<file path="config.mk">
export PLATFORM = sky130hd
export DESIGN_NAME = div_32_seq
export DESIGN_NICKNAME = d
export VERILOG_FILES = /design/src/rtl/div_32_seq.sv
export SDC_FILE = /design/constraint.sdc
export NUM_CORES = 1
export LEC_CHECK = 0
export CAP_MARGIN = 25
export CORE_ASPECT_RATIO = 1.25
export CORE_MARGIN = 4
export CORE_UTILIZATION = 50
export CTS_CLUSTER_DIAMETER = 40
export CTS_CLUSTER_SIZE = 10
export DETAILED_ROUTE_END_ITERATION = 12
export PLACE_DENSITY_LB_ADDON = 0.2
export SYNTH_ARGS = -nofsm -noshare
export SYNTH_HDL_FRONTEND = slang
export SYNTH_SLANG_ARGS = --single-unit
</file>
<file path="constraint.sdc">
create_clock -name clk -period 5.65 [get_ports clk]
set_clock_uncertainty 0.2 [all_clocks]
set_input_delay 1.4125 -clock clk [delete_from_list [all_inputs] [get_ports clk]]
set_output_delay 1.4125 -clock clk [all_outputs]
set_load 0.05 [all_outputs]
</file>
<file path="src/rtl/div_32_seq.sv">
// div_32_seq: 32-bit signed sequential divider using restoring division.
// Operands are converted to magnitudes when start is accepted. One quotient
// bit is produced per cycle over 32 RUN cycles. Signs are applied on entry to
// DONE, and the results are registered there. done pulses on the cycle after
// DONE. A zero divisor skips RUN and goes straight to DONE with V set.
module div_32_seq (
  input  logic        clk,
  input  logic        reset,
  input  logic        start,
  input  logic [31:0] S,
  input  logic [31:0] T,
  output logic        busy,
  output logic        done,
  output logic [31:0] Y_hi,
  output logic [31:0] Y_lo,
  output logic        N,
  output logic        Z,
  output logic        V,
  output logic        C
);

  typedef enum logic [1:0] {
    IDLE = 2'b00,
    RUN  = 2'b01,
    DONE = 2'b10
  } state_t;

  // Magnitude of a two's complement word; 32'h80000000 yields unsigned 2^31.
  function automatic logic [31:0] abs32(input logic [31:0] x);
    abs32 = x[31] ? (~x + 32'd1) : x;
  endfunction

  // Two's complement negation.
  function automatic logic [31:0] neg32(input logic [31:0] x);
    neg32 = ~x + 32'd1;
  endfunction

  state_t      state_q, state_d;
  logic [5:0]  cnt_q, cnt_d;
  logic [31:0] rem_q, rem_d;
  logic [31:0] quo_q, quo_d;
  logic [31:0] dvs_q, dvs_d;
  logic        sgn_rem_q, sgn_rem_d;
  logic        sgn_quo_q, sgn_quo_d;
  logic        busy_q, busy_d;
  logic        done_q, done_d;
  logic [31:0] y_hi_q, y_hi_d;
  logic [31:0] y_lo_q, y_lo_d;
  logic        n_q, n_d;
  logic        z_q, z_d;
  logic        v_q, v_d;

  logic [32:0] shift_s;
  logic [32:0] diff_s;
  logic [31:0] step_rem_s;
  logic [31:0] step_quo_s;
  logic [31:0] fin_quo_s;
  logic [31:0] fin_rem_s;

  // One restoring step: shift in the next dividend bit, then try to subtract the divisor.
  always_comb begin
    shift_s    = {rem_q, quo_q[31]};
    diff_s     = shift_s - {1'b0, dvs_q};
    step_rem_s = 32'd0;
    if (diff_s[32]) begin
      step_rem_s = shift_s[31:0];
    end else begin
      step_rem_s = diff_s[31:0];
    end
    step_quo_s = {quo_q[30:0], ~diff_s[32]};
    fin_quo_s  = sgn_quo_q ? neg32(step_quo_s) : step_quo_s;
    fin_rem_s  = sgn_rem_q ? neg32(step_rem_s) : step_rem_s;
  end

  // Next-state and datapath decode for the IDLE/RUN/DONE controller.
  always_comb begin
    state_d   = state_q;
    cnt_d     = cnt_q;
    rem_d     = rem_q;
    quo_d     = quo_q;
    dvs_d     = dvs_q;
    sgn_rem_d = sgn_rem_q;
    sgn_quo_d = sgn_quo_q;
    busy_d    = 1'b0;
    done_d    = 1'b0;
    y_hi_d    = y_hi_q;
    y_lo_d    = y_lo_q;
    n_d       = n_q;
    z_d       = z_q;
    v_d       = v_q;
    case (state_q)
      IDLE: begin
        if (start) begin
          rem_d     = 32'd0;
          quo_d     = abs32(S);
          dvs_d     = abs32(T);
          sgn_rem_d = S[31];
          sgn_quo_d = S[31] ^ T[31];
          cnt_d     = 6'd0;
          if (T == 32'd0) begin
            state_d = DONE;
            y_lo_d  = 32'hFFFF_FFFF;
            y_hi_d  = S;
            n_d     = 1'b1;
            z_d     = 1'b0;
            v_d     = 1'b1;
          end else begin
            state_d = RUN;
            busy_d  = 1'b1;
          end
        end else begin
          state_d = IDLE;
        end
      end
      RUN: begin
        rem_d = step_rem_s;
        quo_d = step_quo_s;
        cnt_d = cnt_q + 6'd1;
        if (cnt_q == 6'd31) begin
          state_d = DONE;
          y_lo_d  = fin_quo_s;
          y_hi_d  = fin_rem_s;
          n_d     = fin_quo_s[31];
          z_d     = (fin_quo_s == 32'd0);
          v_d     = 1'b0;
        end else begin
          busy_d = 1'b1;
        end
      end
      DONE: begin
        state_d = IDLE;
        done_d  = 1'b1;
      end
      default: begin
        state_d = IDLE;
      end
    endcase
  end

  // State and output registers; reset aborts any operation and restores the idle values.
  always_ff @(posedge clk or negedge reset) begin
    if (!reset) begin
      state_q   <= IDLE;
      cnt_q     <= 6'd0;
      rem_q     <= 32'd0;
      quo_q     <= 32'd0;
      dvs_q     <= 32'd0;
      sgn_rem_q <= 1'b0;
      sgn_quo_q <= 1'b0;
      busy_q    <= 1'b0;
      done_q    <= 1'b0;
      y_hi_q    <= 32'd0;
      y_lo_q    <= 32'd0;
      n_q       <= 1'b0;
      z_q       <= 1'b1;
      v_q       <= 1'b0;
    end else begin
      state_q   <= state_d;
      cnt_q     <= cnt_d;
      rem_q     <= rem_d;
      quo_q     <= quo_d;
      dvs_q     <= dvs_d;
      sgn_rem_q <= sgn_rem_d;
      sgn_quo_q <= sgn_quo_d;
      busy_q    <= busy_d;
      done_q    <= done_d;
      y_hi_q    <= y_hi_d;
      y_lo_q    <= y_lo_d;
      n_q       <= n_d;
      z_q       <= z_d;
      v_q       <= v_d;
    end
  end

  assign busy = busy_q;
  assign done = done_q;
  assign Y_hi = y_hi_q;
  assign Y_lo = y_lo_q;
  assign N    = n_q;
  assign Z    = z_q;
  assign V    = v_q;
  assign C    = 1'b0;

endmodule

</file>
==> results of run 1 <==
-- kinds of logic (layout without fill, tap and decap cells) --
logic type / after synthesis / count (layout) / share of synthesized area (%)
AND/OR/NAND/NOR: 541 / 541 / 20.7
adder cells (fa/ha/maj): 38 / 38 / 3.75
buffers and inverters: 165 / 259 / 5.29
multiplexers: 32 / 32 / 2.57
flip-flops: 174 / 174 / 33.9
other: 1 / 1 / 0.0292
AO/OA/AOI/OAI: 510 / 510 / 24.6
XOR/XNOR: 135 / 135 / 9.19
-- worst min-delay path by stage --
stage / slack [ps] / cells past startpoint / end
2_1_floorplan: 250 / 2 / dvs_q[10]
3_3_place_gp: 260 / 2 / Y_lo[8]
3_5_place_dp: 270 / 2 / Y_lo[8]
4_1_cts: 290 / 2 / dvs_q[16]
5_1_grt: 300 / 2 / dvs_q[11]
6_report: 280 / 2 / dvs_q[11]
-- layer usage --
metal  global-route usage [%]  share of wire (%)
met2                     47.8                 51
met4                     12.1                4.1
met5                        0                  0
met1                     32.2                 40
met3                     3.64                5.0
-- state kept, by name, summed over array words and instances, names as in the netlist --
| name | flops |
|---|---|
| sgn_quo_q | 1 |
| state_q | 2 |
| done | 1 |
| dvs_q | 32 |
| cnt_q | 6 |
| Y_hi | 32 |
| Z | 1 |
| rem_q | 32 |
| quo_q | 32 |
| Y_lo | 32 |
| busy | 1 |
| V | 1 |
| sgn_rem_q | 1 |
-- critical path: stages (launching register included) --
cell and delay (ps):
sky130_fd_sc_hd__dfrtp_1 440, sky130_fd_sc_hd__ha_1 430, sky130_fd_sc_hd__nand4_1 280, sky130_fd_sc_hd__or4_1 630, sky130_fd_sc_hd__a211o_1 300, sky130_fd_sc_hd__nand3_1 180, sky130_fd_sc_hd__o21a_2 180, sky130_fd_sc_hd__nor2_4 60
sky130_fd_sc_hd__inv_2 90, sky130_fd_sc_hd__ha_1 170, sky130_fd_sc_hd__nand4b_1 230, sky130_fd_sc_hd__buf_4 280, sky130_fd_sc_hd__nand2b_1 170, sky130_fd_sc_hd__o41ai_1 380, sky130_fd_sc_hd__xnor2_1 200, sky130_fd_sc_hd__nor4_1 330
sky130_fd_sc_hd__nand4_1 140, sky130_fd_sc_hd__nor4_2 220, sky130_fd_sc_hd__nand4_1 140, sky130_fd_sc_hd__o31ai_2 190
-- stage by stage --
stage | hold WS [ps] | utilization (%) | setup WS, ps | cell area (sq um) | instances
global placement | 261 | 57.3 | 219 | 14500 | 1991
detailed placement | 269 | 57.3 | 152 | 14500 | 1992
finish | 275 | 59.6 | 295 | 15100 | 2025
global route | 297 | 59.6 | 52.9 | 15100 | 2025
floorplan | 250 | - | 508 | 12900 | 1596
CTS | 285 | 59.5 | 269 | 15000 | 2024
-- cell usage after synthesis (5+ instances only) --
cell	number	area share, %
sky130_fd_sc_hd__o22a_1	6	0.41
sky130_fd_sc_hd__o21bai_1	5	0.29
sky130_fd_sc_hd__ha_1	37	3.6
sky130_fd_sc_hd__nand2b_1	13	0.63
sky130_fd_sc_hd__o41ai_1	11	0.75
sky130_fd_sc_hd__xor2_1	90	6.1
sky130_fd_sc_hd__buf_4	8	0.47
sky130_fd_sc_hd__a211oi_1	6	0.35
sky130_fd_sc_hd__mux2_2	5	0.44
sky130_fd_sc_hd__o21ai_0	168	6.5
sky130_fd_sc_hd__nor3_1	28	1.1
sky130_fd_sc_hd__o211ai_1	7	0.41
sky130_fd_sc_hd__nor2b_1	18	0.88
sky130_fd_sc_hd__buf_2	11	0.43
sky130_fd_sc_hd__nand2_1	200	5.8
sky130_fd_sc_hd__xnor2_1	45	3.1
sky130_fd_sc_hd__a21o_1	14	0.82
sky130_fd_sc_hd__nand3_1	23	0.89
sky130_fd_sc_hd__nand4_1	22	1.1
sky130_fd_sc_hd__or4_1	12	0.70
sky130_fd_sc_hd__or3_1	29	1.4
sky130_fd_sc_hd__a22oi_1	17	0.99
sky130_fd_sc_hd__dfrtp_1	173	34
sky130_fd_sc_hd__clkbuf_1	86	2.5
sky130_fd_sc_hd__nor4_1	14	0.68
sky130_fd_sc_hd__inv_1	50	1.5
sky130_fd_sc_hd__mux2i_1	26	2.0
sky130_fd_sc_hd__or2_2	6	0.29
sky130_fd_sc_hd__o31ai_1	25	1.5
sky130_fd_sc_hd__a21boi_0	5	0.29
sky130_fd_sc_hd__and3_1	8	0.39
sky130_fd_sc_hd__a31oi_1	25	1.2
sky130_fd_sc_hd__o22ai_1	22	1.1
sky130_fd_sc_hd__nand3b_1	6	0.35
sky130_fd_sc_hd__a21oi_1	136	5.3
sky130_fd_sc_hd__o21a_1	10	0.58
sky130_fd_sc_hd__nor2_1	128	3.7
sky130_fd_sc_hd__and2_1	5	0.24
-- final cells by class --
| type | instances | area share [%] |
|---|---|---|
| Multi-Input combinational cell | 1257 | 52.0 |
| Sequential cell | 174 | 28.9 |
| Timing Repair Buffer | 174 | 11.3 |
| Clock buffer | 18 | 2.91 |
| Tap cell | 335 | 2.78 |
| Inverter | 53 | 1.33 |
| Clock inverter | 14 | 0.722 |
==> flow_results.org, run 1 <==
** Global routing
- Global-route wire length before repair :: 61,200 um
- GRT Residual Overflow :: 0
- The via count of the first global-routing pass was 11,705.
- In the global route stage, overall resource usage came out at 27.1%.
- Antenna violations before repair :: 0
- Entering global routing, the biggest net connects 96 pins.

** STA
- Summed negative setup slack over all endpoints :: 0 ps
- Max-slew violation total from the final report :: 0
- Setup repair after global routing missed its margin :: false
- Measured against its own limit, the worst slew margin works out to 33.4%.
- The hold violation count in the final report came to 0.
- For the pin with the worst max-slew slack, the measured transition is 973 ps.
- Setup violations remaining at the end of the flow were counted as 0.
- For this run, the top clock speed supported by timing is 0.187 GHz.
- Clock period minus worst slack :: 5350 ps
- Final worst-path cycle share :: 94.8%

** Worst setup path
- Slack of the worst reg-to-reg path :: 300 ps
- The worst register-to-register path begins at rem_q[23].
- The most critical setup path has its endpoint at Z.
- Data required time of the critical path :: 5810 ps
- The worst setup path is captured at a flop.
- In this run the worst setup path begins at rem_q[23].
- R2r endpoint :: Z
- Along the worst path, the maximum fanout reaches 10.
- The worst setup path is of the flop to flop kind.
- Kind of launch point of the worst setup path :: flop
- The number of cells on the worst reg-to-reg path is 19.
- Endpoint arrival time on the critical path :: 5510 ps

** Hold path
- Path type of the worst min-delay path :: flop to flop
- Hold path startpoint :: dvs_q[11]

** Detailed routing
- Post-DR vias/cell :: 5.98
- First-iteration detailed-routing DRC count :: 666
- The count of nets left with antenna violations once routing finished came out at 0.
- In the final routed layout, each cell accounts on average for 19.0 um.
- Across all layers, the routed design uses 12,107 vias.
- In the routed design, unresolved DRC markers number 0.
- Total wire length after detailed routing :: 38,500 um
- 1st-pass router iterations :: 5

** Cells and area
- Of the cells placed in the final design, the portion with a size suffix greater than 1 is 6.75%.
- For this run, the post-layout net count is 1,782.
- The sequential cells in the finished layout cover a total of 0.00436 sq mm.
- The library cells used most frequently in the layout, excluding fill and tap cells, are sky130_fd_sc_hd__nand2_1 (200), sky130_fd_sc_hd__dfrtp_1 (173), sky130_fd_sc_hd__o21ai_0 (168), sky130_fd_sc_hd__a21oi_1 (136), sky130_fd_sc_hd__clkdlybuf4s50_1 (134).
- The library cell used most frequently in the layout, excluding fill and tap cells, is sky130_fd_sc_hd__nand2_1.
- The filler cells instantiated in the layout total 2,337.
- Layout overhead on the synthesized area :: 17.2%
- 0 antenna diodes ended up in the layout.
- Multi-input gate area :: 0.00784 sq mm

** Synth
- Library cells used by synthesis :: 92
- The number of nets in the synthesized netlist is 1,701.
- Flip-flop and latch count after synthesis :: 174
- Share of flip-flops with an asynchronous set or reset :: 100%
- The cell area that synthesis handed to floorplanning was 0.0129 sq mm.
- Average footprint of a synthesized cell :: 8.06 sq um
- Sequential elements use 33.9% of the synthesized area.
- During synthesis, Yosys emitted a total of 0 warnings.
- Post-synth EDFFs :: 0
- Cell count after synthesis :: 1,596
- The most used flip-flop cell after synthesis is sky130_fd_sc_hd__dfrtp_1.

** Floorplanning
- The die is 151 um wide.
- In this run the vertical extent of the chip is 187 um.
- The region available for standard cell placement spans 0.0253 sq mm.
- During I/O placement, the number of pins put on the boundary was 137.
- Num rows :: 65
- For this configuration, the core starts out at a cell density of 50.9%.
- The die covers 0.0284 sq mm.

** Status
- The flow ran to the end, and the final reports show no timing, DRC or antenna violations.

** CTS
- Number of CTS-inserted buffers :: 17
- CTS max path bufs :: 2
- Clock tree from TritonCTS :: yes
- Clock slew at reported path FFs :: 70 ps
- Clk_lat worst skew :: 450 ps
- CTS saw 174 sinks.
- Level count of the clock H-tree :: 4
- Setup bufs post-CTS :: 0
- Quantity of gates resized following cts :: 0
- Library cell used as clock root buffer :: sky130_fd_sc_hd__clkbuf_16
- Count of hold-fix buffers inserted at cts :: 0

** Placed design
- Half-perimeter wire length after placement :: 29,100 um
- Port buffer count :: 135
- RePlAce Congestion :: 0.923

** Flow run
- Across the run, the number of max-cap violations was 0.
Power of run 1 is left out: the tool's default activity adds up to more than one toggle a clock period on the data nets, which glitch-free logic cannot reach.
==> inputs of run 2 (changes only) <==
--- a/config.mk
+++ b/config.mk
@@ -7,9 +7,8 @@
 export LEC_CHECK = 0
 export CAP_MARGIN = 25
 export CORE_ASPECT_RATIO = 1.25
-export CORE_MARGIN = 4
+export CORE_MARGIN = 3
 export CORE_UTILIZATION = 50
-export CTS_CLUSTER_DIAMETER = 40
 export CTS_CLUSTER_SIZE = 10
 export DETAILED_ROUTE_END_ITERATION = 12
 export PLACE_DENSITY_LB_ADDON = 0.2
==> run 2 against run 1 <==
Compared with the run above: die area fell by 2.4%; sequential cell count did not move; critical endpoint unchanged; critical path type unchanged; count of clock-buffer cells in the layout rose by 7; fmax rose by 0.92%; non-clock buffer count fell by 3; first-iteration DRC count rose by 17%.
==> flow_results.org, run 2 (synthesis results as in run 1) <==
** Status
- Result of the run: completed (unchanged).

** STA
- The hold violation count in the final report came to 0 (unchanged).
- Fmax :: 0.188 GHz (was 0.187 GHz)
- Clock period minus worst slack :: 5310 ps (was 5350 ps)
- The actual transition at the worst max-transition pin was 1010 ps (was 973 ps).
- Setup repair after global routing missed its margin: false (unchanged).
- Final worst-path cycle share :: 93.9% (was 94.8%)
- Worst rel slew slack :: 31.2% (was 33.4%)
- Finish-stage setup viols :: 0 (unchanged)
- The setup TNS after final layout is 0 ps (unchanged).
- Max-slew violation total from the final report :: 0 (unchanged)

** Detailed routing
- 1st-pass router iterations :: 5 (unchanged)
- Number of vias after detailed routing :: 12,085 (was 12,107)
- The count of unresolved DRC violations after routing came to 0 (unchanged).
- Post-detailed-route count of antenna-violating nets :: 0 (unchanged)
- The first-iteration detailed-routing DRC count is 778 (was 666).
- The detailed-route wire length is 38,200 um (was 38,500 um).
- The vias per cell was 5.98 (about the same).
- Average wire per standard cell :: 18.9 um (was 19.0 um)

** Cells and area
- Post-layout net count :: 1,779 (was 1,782)
- The commonest non-fill, non-tap cell in the layout is sky130_fd_sc_hd__nand2_1 (unchanged).
- Cell area after layout :: 0.0151 sq mm (about the same)
- Commonest cells after routing, fill and taps aside :: sky130_fd_sc_hd__nand2_1 (200), sky130_fd_sc_hd__dfrtp_1 (173), sky130_fd_sc_hd__o21ai_0 (168), sky130_fd_sc_hd__a21oi_1 (136), sky130_fd_sc_hd__clkdlybuf4s50_1 (134) (unchanged)
- Multi-input gate area :: 0.00785 sq mm (was 0.00784 sq mm)
- The count of fill cells added during filler insertion was 2,336 (was 2,337).
- The sequential cell area was 0.00436 sq mm (unchanged).
- Layout cells sized above 1 :: 6.22% (was 6.75%)
- The relative area change from synthesis to final layout was 17.0% (was 17.2%).
- Ant diodes :: 0 (unchanged)

** CTS
- The sink count of the clock tree was 174 (unchanged).
- CTS max path bufs :: 2 (unchanged)
- Clock slew at reported path FFs :: 70 ps (about the same)
- The TritonCTS clock tree is yes (unchanged).
- Library cell used as clock root buffer :: sky130_fd_sc_hd__clkbuf_16 (unchanged)
- Level count of the clock H-tree :: 4 (unchanged)
- The total clock buffers created by CTS was 17 (unchanged).
- The hold-fix buffer count after cts came to 0 (unchanged).
- Clk_lat worst skew :: 440 ps (was 450 ps)
- Setup bufs post-CTS :: 0 (unchanged)

** Worst setup path
- Endpoint arrival time on the critical path :: 5460 ps (was 5510 ps)
- The element type at the critical path start was a flop (unchanged).
- Critical path launch point :: rem_q[24] (was rem_q[23])
- The startpoint of the lowest-slack register-to-register path is rem_q[24] (was rem_q[23]).
- Worst setup path category :: flop to flop (unchanged)
- R2R depth :: 19 (unchanged)
- R2r endpoint :: Z (unchanged)
- Slack of the worst reg-to-reg path :: 340 ps (was 300 ps)
- The largest fanout of any net on the critical path came to 11 (was 10).
- The worst endpoint required time came to 5800 ps (was 5810 ps).
- The sort of element at the end of the critical path was a flop (unchanged).

** Placed design
- The quantity of I/O buffers inserted on ports came to 135 (unchanged).
- RePlAce Congestion :: 1.00 (was 0.923)
- The HPWL after detailed placement was 29,100 um (about the same).
- Cell Area, Placed :: 0.0145 sq mm (about the same)

** Global routing
- The largest net degree at the start of global routing came to 97 (was 96).
- The aggregate global-route resource usage came to 27.8% (was 27.1%).
- Number of global-route vias before repair :: 11,804 (was 11,705)
- The number of antenna violations at the first check in global routing is 0 (unchanged).
- GRT Residual Overflow :: 0 (unchanged)
- The first-pass GRT wire length came to 61,300 um (was 61,200 um).

** Hold path
- The class of the worst hold path was flop to flop (unchanged).
- Hold path startpoint :: dvs_q[5] (was dvs_q[11])
- The number of instances on the worst hold path is 2 (unchanged).
- Worst-case hold path end point :: dvs_q[5] (was dvs_q[11])

** Floorplanning
- The full die area is 0.0277 sq mm (was 0.0284 sq mm).
- The number of placement rows came to 65 (unchanged).
- The die height is 185 um (was 187 um).
- The core box area is 0.0253 sq mm (unchanged).
- Die Wd :: 149 um (was 151 um)
- Initial standard-cell utilization of the core :: 50.9% (unchanged)
- I/O pin total :: 137 (unchanged)

** Flow run
- The reported max-cap violation count is 0 (unchanged).
## run 2: worst max path at each step
stage / to / slack (ps)
after floorplan: Z / 510
after detailed placement: Y_hi[7] / 110
final: Z / 340
after CTS: Z / 260
after global placement: Y_hi[8] / 230
after global routing: Z / 70
## run 2: per-layer routing
layer  GRT usage [%]  up-vias  routed length [um]
met4            15.9        0                2090
li1                -     5878                   -
met5               0        -                   0
met2            48.3      421               18900
met1            33.0     5671               15400
met3            3.82      115                1860
## run 2: what timing repair did
action / CTS / global route
gates resized for setup: 0 / 1
setup endpoints to repair: 0 / 1
endpoints found under the hold margin: 0 / 0
## run 2: layout make-up
| class | instances | area share [%] |
|---|---|---|
| Multi-Input combinational cell | 1257 | 52.2 |
| Clock inverter | 7 | 0.748 |
| Tap cell | 335 | 2.78 |
| Clock buffer | 25 | 3.09 |
| Timing Repair Buffer | 171 | 10.9 |
| Inverter | 53 | 1.33 |
| Sequential cell | 174 | 28.9 |
## run 2: through the flow
stage / util [%] / worst slack, ps / hold WS (ps) / cells
floorplan: - / 508 / 250 / 1596
global placement: 57.1 / 234 / 262 / 1989
detailed placement: 57.2 / 110 / 263 / 1990
CTS: 59.5 / 258 / 279 / 2022
global route: 59.5 / 72.3 / 311 / 2022
finish: 59.5 / 344 / 277 / 2022
## run 2: worst max-delay path, stage by stage (launching register included)
cell	delay, ps
sky130_fd_sc_hd__dfrtp_1	430
sky130_fd_sc_hd__ha_1	450
sky130_fd_sc_hd__nand4_1	290
sky130_fd_sc_hd__or4_1	630
sky130_fd_sc_hd__a211o_1	300
sky130_fd_sc_hd__nand3_1	180
sky130_fd_sc_hd__o21a_2	180
sky130_fd_sc_hd__nor2_4	50
sky130_fd_sc_hd__inv_2	120
sky130_fd_sc_hd__ha_1	200
sky130_fd_sc_hd__nand4b_1	230
sky130_fd_sc_hd__buf_4	280
sky130_fd_sc_hd__nand2b_1	180
sky130_fd_sc_hd__o41ai_2	280
sky130_fd_sc_hd__xnor2_1	200
sky130_fd_sc_hd__nor4_1	300
sky130_fd_sc_hd__nand4_1	150
sky130_fd_sc_hd__nor4_2	250
sky130_fd_sc_hd__nand4_1	140
sky130_fd_sc_hd__o31ai_2	190
Power of run 2 is left out for the same reason.
